[config.mk]
export PLATFORM = sky130hd
export DESIGN_NAME = md5_block_engine
export DESIGN_NICKNAME = d
export VERILOG_FILES = /design/src/rtl/md5_block_engine.sv
export SDC_FILE = /design/constraint.sdc
export NUM_CORES = 2
export LEC_CHECK = 0
export CORE_MARGIN = 3
export CORE_UTILIZATION = 40
export DETAILED_ROUTE_END_ITERATION = 12
export GPL_TIMING_DRIVEN = 0
export MAX_ROUTING_LAYER = met4
export PLACE_DENSITY = 0.64
export REMOVE_ABC_BUFFERS = 1
export SYNTH_ARGS = -nofsm -noshare
export SYNTH_HDL_FRONTEND = slang
export SYNTH_SLANG_ARGS = --single-unit
export TNS_END_PERCENT = 10
[constraint.sdc]
create_clock -name clk_i -period 31.1 [get_ports clk_i]
set_input_delay 6.22 -clock clk_i [delete_from_list [all_inputs] [get_ports clk_i]]
set_output_delay 6.22 -clock clk_i [all_outputs]
set_load 0.01 [all_outputs]
[src/rtl/md5_block_engine.sv]
// md5_block_engine: iterative MD5 compression of one 512-bit block.
// UNROLL steps are chained combinationally per clock. The chaining value
// is added back in the FINAL cycle. Blocks and results move through
// ready/valid handshakes.
module md5_block_engine #(
  parameter int UNROLL    = 1,
  parameter bit CHAIN_ADD = 1
) (
  input  logic         clk_i,
  input  logic         rst_i,
  input  logic         start_i,
  output logic         ready_o,
  input  logic [511:0] msg_i,
  input  logic [127:0] digest_i,
  output logic [127:0] digest_o,
  output logic         valid_o,
  input  logic         ack_i,
  output logic         busy_o
);

  generate
    if (!(UNROLL == 1 || UNROLL == 2 || UNROLL == 4 || UNROLL == 8)) begin : g_bad_unroll
      $error("md5_block_engine: UNROLL must be 1, 2, 4 or 8");
    end
  endgenerate

  typedef enum logic [1:0] {IDLE, RUN, FINAL, DONE} state_t;

  state_t        state_q, state_d;
  logic [5:0]    step_q;
  logic [511:0]  msg_q;
  logic [127:0]  chain_q;
  logic [127:0]  digest_q;
  logic [31:0]   a_q, b_q, c_q, d_q;
  logic [31:0]   wa, wb, wc, wd, fsum, tmp;
  logic [5:0]    g;

  // Sine-derived additive constants, one per step
  function automatic logic [31:0] k_rom(input logic [5:0] idx);
    k_rom = '0;
    case (idx)
      6'd0:  k_rom = 32'hd76aa478; 6'd1:  k_rom = 32'he8c7b756; 6'd2:  k_rom = 32'h242070db; 6'd3:  k_rom = 32'hc1bdceee;
      6'd4:  k_rom = 32'hf57c0faf; 6'd5:  k_rom = 32'h4787c62a; 6'd6:  k_rom = 32'ha8304613; 6'd7:  k_rom = 32'hfd469501;
      6'd8:  k_rom = 32'h698098d8; 6'd9:  k_rom = 32'h8b44f7af; 6'd10: k_rom = 32'hffff5bb1; 6'd11: k_rom = 32'h895cd7be;
      6'd12: k_rom = 32'h6b901122; 6'd13: k_rom = 32'hfd987193; 6'd14: k_rom = 32'ha679438e; 6'd15: k_rom = 32'h49b40821;
      6'd16: k_rom = 32'hf61e2562; 6'd17: k_rom = 32'hc040b340; 6'd18: k_rom = 32'h265e5a51; 6'd19: k_rom = 32'he9b6c7aa;
      6'd20: k_rom = 32'hd62f105d; 6'd21: k_rom = 32'h02441453; 6'd22: k_rom = 32'hd8a1e681; 6'd23: k_rom = 32'he7d3fbc8;
      6'd24: k_rom = 32'h21e1cde6; 6'd25: k_rom = 32'hc33707d6; 6'd26: k_rom = 32'hf4d50d87; 6'd27: k_rom = 32'h455a14ed;
      6'd28: k_rom = 32'ha9e3e905; 6'd29: k_rom = 32'hfcefa3f8; 6'd30: k_rom = 32'h676f02d9; 6'd31: k_rom = 32'h8d2a4c8a;
      6'd32: k_rom = 32'hfffa3942; 6'd33: k_rom = 32'h8771f681; 6'd34: k_rom = 32'h6d9d6122; 6'd35: k_rom = 32'hfde5380c;
      6'd36: k_rom = 32'ha4beea44; 6'd37: k_rom = 32'h4bdecfa9; 6'd38: k_rom = 32'hf6bb4b60; 6'd39: k_rom = 32'hbebfbc70;
      6'd40: k_rom = 32'h289b7ec6; 6'd41: k_rom = 32'heaa127fa; 6'd42: k_rom = 32'hd4ef3085; 6'd43: k_rom = 32'h04881d05;
      6'd44: k_rom = 32'hd9d4d039; 6'd45: k_rom = 32'he6db99e5; 6'd46: k_rom = 32'h1fa27cf8; 6'd47: k_rom = 32'hc4ac5665;
      6'd48: k_rom = 32'hf4292244; 6'd49: k_rom = 32'h432aff97; 6'd50: k_rom = 32'hab9423a7; 6'd51: k_rom = 32'hfc93a039;
      6'd52: k_rom = 32'h655b59c3; 6'd53: k_rom = 32'h8f0ccc92; 6'd54: k_rom = 32'hffeff47d; 6'd55: k_rom = 32'h85845dd1;
      6'd56: k_rom = 32'h6fa87e4f; 6'd57: k_rom = 32'hfe2ce6e0; 6'd58: k_rom = 32'ha3014314; 6'd59: k_rom = 32'h4e0811a1;
      6'd60: k_rom = 32'hf7537e82; 6'd61: k_rom = 32'hbd3af235; 6'd62: k_rom = 32'h2ad7d2bb; 6'd63: k_rom = 32'heb86d391;
      default: k_rom = '0;
    endcase
  endfunction

  // Rotate amount depends on the round and the step position within a group of four
  function automatic logic [4:0] shift_amt(input logic [5:0] idx);
    shift_amt = 5'd0;
    case ({idx[5:4], idx[1:0]})
      4'h0: shift_amt = 5'd7;  4'h1: shift_amt = 5'd12; 4'h2: shift_amt = 5'd17; 4'h3: shift_amt = 5'd22;
      4'h4: shift_amt = 5'd5;  4'h5: shift_amt = 5'd9;  4'h6: shift_amt = 5'd14; 4'h7: shift_amt = 5'd20;
      4'h8: shift_amt = 5'd4;  4'h9: shift_amt = 5'd11; 4'ha: shift_amt = 5'd16; 4'hb: shift_amt = 5'd23;
      4'hc: shift_amt = 5'd6;  4'hd: shift_amt = 5'd10; 4'he: shift_amt = 5'd15; 4'hf: shift_amt = 5'd21;
      default: shift_amt = 5'd0;
    endcase
  endfunction

  // Message word order per round; the multipliers are taken mod 16 so only g[3:0] matters
  function automatic logic [3:0] msg_index(input logic [5:0] idx);
    logic [3:0] gl;
    gl = idx[3:0];
    msg_index = gl;
    case (idx[5:4])
      2'd0:    msg_index = gl;
      2'd1:    msg_index = gl * 4'd5 + 4'd1;
      2'd2:    msg_index = gl * 4'd3 + 4'd5;
      default: msg_index = gl * 4'd7;
    endcase
  endfunction

  // Per-round boolean mixing function
  function automatic logic [31:0] round_f(input logic [5:0] idx, input logic [31:0] b,
                                          input logic [31:0] c, input logic [31:0] d);
    case (idx[5:4])
      2'd0:    round_f = (b & c) | (~b & d);
      2'd1:    round_f = (b & d) | (c & ~d);
      2'd2:    round_f = b ^ c ^ d;
      default: round_f = c ^ (b | ~d);
    endcase
  endfunction

  function automatic logic [31:0] rotl(input logic [31:0] x, input logic [4:0] s);
    rotl = (x << s) | (x >> (6'd32 - {1'b0, s}));
  endfunction

  // Chain UNROLL steps starting at the current step index
  always_comb begin
    wa   = a_q;
    wb   = b_q;
    wc   = c_q;
    wd   = d_q;
    g    = step_q;
    fsum = '0;
    tmp  = '0;
    for (int i = 0; i < UNROLL; i++) begin
      g    = step_q + 6'(i);
      fsum = wa + k_rom(g) + msg_q[{msg_index(g), 5'd0} +: 32] + round_f(g, wb, wc, wd);
      tmp  = wd;
      wd   = wc;
      wc   = wb;
      wb   = wb + rotl(fsum, shift_amt(g));
      wa   = tmp;
    end
  end

  // State register
  always_ff @(posedge clk_i or posedge rst_i) begin
    if (rst_i) state_q <= IDLE;
    else       state_q <= state_d;
  end

  // Next-state logic
  always_comb begin
    state_d = state_q;
    case (state_q)
      IDLE:    if (start_i) state_d = RUN;
      RUN:     if (step_q == 6'(64 - UNROLL)) state_d = FINAL;
      FINAL:   state_d = DONE;
      DONE:    if (ack_i) state_d = IDLE;
      default: state_d = IDLE;
    endcase
  end

  // Block capture, round iteration and final chaining add
  always_ff @(posedge clk_i or posedge rst_i) begin
    if (rst_i) begin
      step_q   <= '0;
      msg_q    <= '0;
      chain_q  <= '0;
      digest_q <= '0;
      a_q      <= '0;
      b_q      <= '0;
      c_q      <= '0;
      d_q      <= '0;
    end else begin
      case (state_q)
        IDLE: begin
          if (start_i) begin
            msg_q   <= msg_i;
            chain_q <= digest_i;
            a_q     <= digest_i[31:0];
            b_q     <= digest_i[63:32];
            c_q     <= digest_i[95:64];
            d_q     <= digest_i[127:96];
            step_q  <= '0;
          end
        end
        RUN: begin
          a_q    <= wa;
          b_q    <= wb;
          c_q    <= wc;
          d_q    <= wd;
          step_q <= step_q + 6'(UNROLL);
        end
        FINAL: begin
          if (CHAIN_ADD)
            digest_q <= {d_q + chain_q[127:96], c_q + chain_q[95:64],
                         b_q + chain_q[63:32], a_q + chain_q[31:0]};
          else
            digest_q <= {d_q, c_q, b_q, a_q};
        end
        default: ;
      endcase
    end
  end

  assign ready_o  = (state_q == IDLE);
  assign busy_o   = (state_q == RUN) || (state_q == FINAL);
  assign valid_o  = (state_q == DONE);
  assign digest_o = digest_q;

endmodule

==> out/results.txt <==
Cell variety after synth: 93
clk root buf: sky130_fd_sc_hd__clkbuf_16
Area contributors post-synth: sky130_fd_sc_hd__dfrtp_1, sky130_fd_sc_hd__mux2_2, sky130_fd_sc_hd__mux4_2, sky130_fd_sc_hd__ha_1, sky130_fd_sc_hd__mux2i_1
Starting Density: 0.405
top cell type's share of synthesized area: 0.399
vias in the first global route: 45700
Top Family by Delay on Critical Path: compound AO/OA/AOI/OAI gates
layout-stage area growth over the synthesis result: 25.2%
port buffer count: 774
share of cells above drive strength 1: 0.204
final clock period utilization by the worst path: 0.471
endpoint kind of the worst setup timing path: flip-flop
number of hold-repair buffers added at the cts stage: 0
class of the worst hold path: reg -> reg
maximum clock frequency: 68.2 MHz
number of vias per cell: 5.67
post-synthesis register bit count: 904
average footprint of a synthesized cell: 10.8 um2
total number of clock tree sinks: 904
Tmin final: 14650 ps
first-pass GRT wire length: 283000 um
first-pass iteration count of the detailed router: 5
required time of the critical path: 31730 ps
sum of net half-perimeters after detailed placement: 146000 um
post-synthesis cell count: 5250
pin count of the biggest net entering global routing: 124
horizontal die dimension: 383 um
element type at the critical path start: flip-flop
most frequent cell on the critical path: sky130_fd_sc_hd__buf_16
area of the core: 140000 um2
fraction of synthesis flops using an asynchronous set or reset pin: 1.00
Clk pin slew, worst setup/hold paths: 60 ps
hold slack: 483 ps
number of setup violations in the final report: 0
aggregate negative setup slack: 0 ps
post-detailed-route count of antenna-violating nets: 0
maximum clock skew at final layout: 47.3 ps
cell with the most instances after synthesis: sky130_fd_sc_hd__dfrtp_1
Bufs on Longest Clock Path: 3
clock latency of the later-clocked register in the worst-skew pair: 750 ps
type of the worst setup path: reg -> reg
Vert. Die Dim: 383 um
largest fanout on the critical path: 27
number of rows created at floorplan: 137
Final Routed Wirelength: 189000 um
number of flops mapped to enable cells by yosys: 0
remaining routing DRC violations: 0
register area share after synthesis: 0.399
number of buffer and inverter instances along the worst setup path: 9
cell at the slowest stage of the critical path: sky130_fd_sc_hd__dfrtp_1
transition time of the tightest slew-check pin: 1410 ps
number of clock buffers inserted by TritonCTS: 103
global route overflow: 0
DIE AREA: 146000 um2
number of max-cap violations: 0
Routability Congestion: 0.915
final-report max-slew violation count: 0
most common library cells after synthesis: sky130_fd_sc_hd__dfrtp_1, sky130_fd_sc_hd__mux2_2, sky130_fd_sc_hd__nand2_1, sky130_fd_sc_hd__o21ai_0, sky130_fd_sc_hd__a21oi_1
Global Route Usage Sum: 0.260
ports placed on the boundary: 775
setup repair after global routing missed its margin: false
total instance count after detailed placement: 7667
H-tree levels: 3
worst relative slew slack: 0.0616
antenna violations before repair: 36
data arrival at the endpoint of the critical path: 15290 ps
number of nets in the final layout: 6837
post-synthesis instance area: 56800 um2
hold violation total from the final report: 0
post-CTS resize count: 0
iteration-0 DRC count of the detailed router: 3105
status: completed
clock tree from TritonCTS: done
number of non-filler instances in the completed layout: 7885
Warnings, synthesis: 0
vias post-DR: 44700
max incr delay on CP: 1250 ps
library cell with the largest summed area after synthesis: sky130_fd_sc_hd__dfrtp_1
average wire per cell in the routed design: 23.9 um
number of buffers inserted by post-CTS setup repair: 0
main flop type after synthesis: sky130_fd_sc_hd__dfrtp_1
metrics by stage:
step / worst slack, ps / util / cell area (um2)
finish: 16450 / 0.507 / 71000
global route: 15720 / 0.507 / 71000
CTS: 16560 / 0.506 / 70900
detailed placement: 16600 / 0.482 / 67500
global placement: -15150 / 0.468 / 65600
floorplan: -534 / - / 55500
layout make-up:
class / count / area (um2)
fill: 12700 / 69200
multi-input combinational: 3910 / 32600
sequential: 904 / 22600
timing repair buffer: 851 / 9470
clock buffer: 150 / 3000
tap: 1876 / 2350
inverter: 126 / 482
clock inverter: 32 / 420
antenna: 36 / 90.1
sequential cells by signal (all words and copies together) (netlist names):
| register | flops |
|---|---|
| step_q | 6 |
| a_q | 32 |
| c_q | 32 |
| msg_q | 512 |
| b_q | 32 |
| state_q | 2 |
| d_q | 32 |
| digest_o | 128 |
| chain_q | 128 |
per-layer routing:
metal  global-route usage  vias to the layer above  wire length, um
met2                0.432                     1345            93400
met4               0.0972                        0             7480
met3               0.0465                      353            10700
li1                     -                    20600                -
met1                0.315                    22400            77200
met5                    -                        -                0
worst register-to-register path, delay by kind of cell, from the launching register on:
kind	cells	cell delay, ps
AO/OA/AOI/OAI	21	6440
buffers and inverters	9	2050
multiplexers	3	950
AND/OR/NAND/NOR	7	860
flip-flops	1	1250
adder cells (fa/ha/maj)	6	3030
kinds of logic after synthesis:
group	share of synthesized area
DFF	0.399
adders and majority gates	0.0750
muxes	0.240
and+or+nand+nor	0.0810
buffers and inverters	0.0298
xor gates and xnor gates	0.0344
AOI/OAI and AO/OA	0.141
path summary, 6_finish.rpt:
| kind | from | end | slack, ps | cells past startpoint |
|---|---|---|---|---|
| worst min-delay path | digest_o[117] | digest_o[117] | 480 | 2 |
| worst max register to register | step_q[0] | b_q[30] | 16450 | 46 |
| worst min register to register | digest_o[117] | digest_o[117] | 480 | 2 |
| worst max-delay path | step_q[0] | b_q[30] | 16450 | 46 |
| min in group asynchronous | rst_i | digest_o[1] | 5870 | 2 |
| max in group asynchronous | rst_i | msg_q[441] | 22760 | 6 |
layout by cell type (no fill, tap or decap), drive strengths merged, types with 24 or more instances in the layout:
cell and instances:
dfrtp 904, clkdlybuf4s50 774, mux2 752, nand2 404, o21ai 386, a21oi 335, nor2 261, ha 225
mux2i 205, xnor2 174, clkbuf 150, mux4 137, inv 131, a211oi 115, a21o 82, buf 77
nor3 75, fa 72, a31oi 69, nor2b 59, xor2 47, nand3 41, diode 36, o211ai 36
nand2b 34, or2 33, o21a 33, and3 25, o21bai 24, o31ai 24
Power is left out: the tool's default activity adds up to more than one toggle a clock period on the data nets, which glitch-free logic cannot reach.
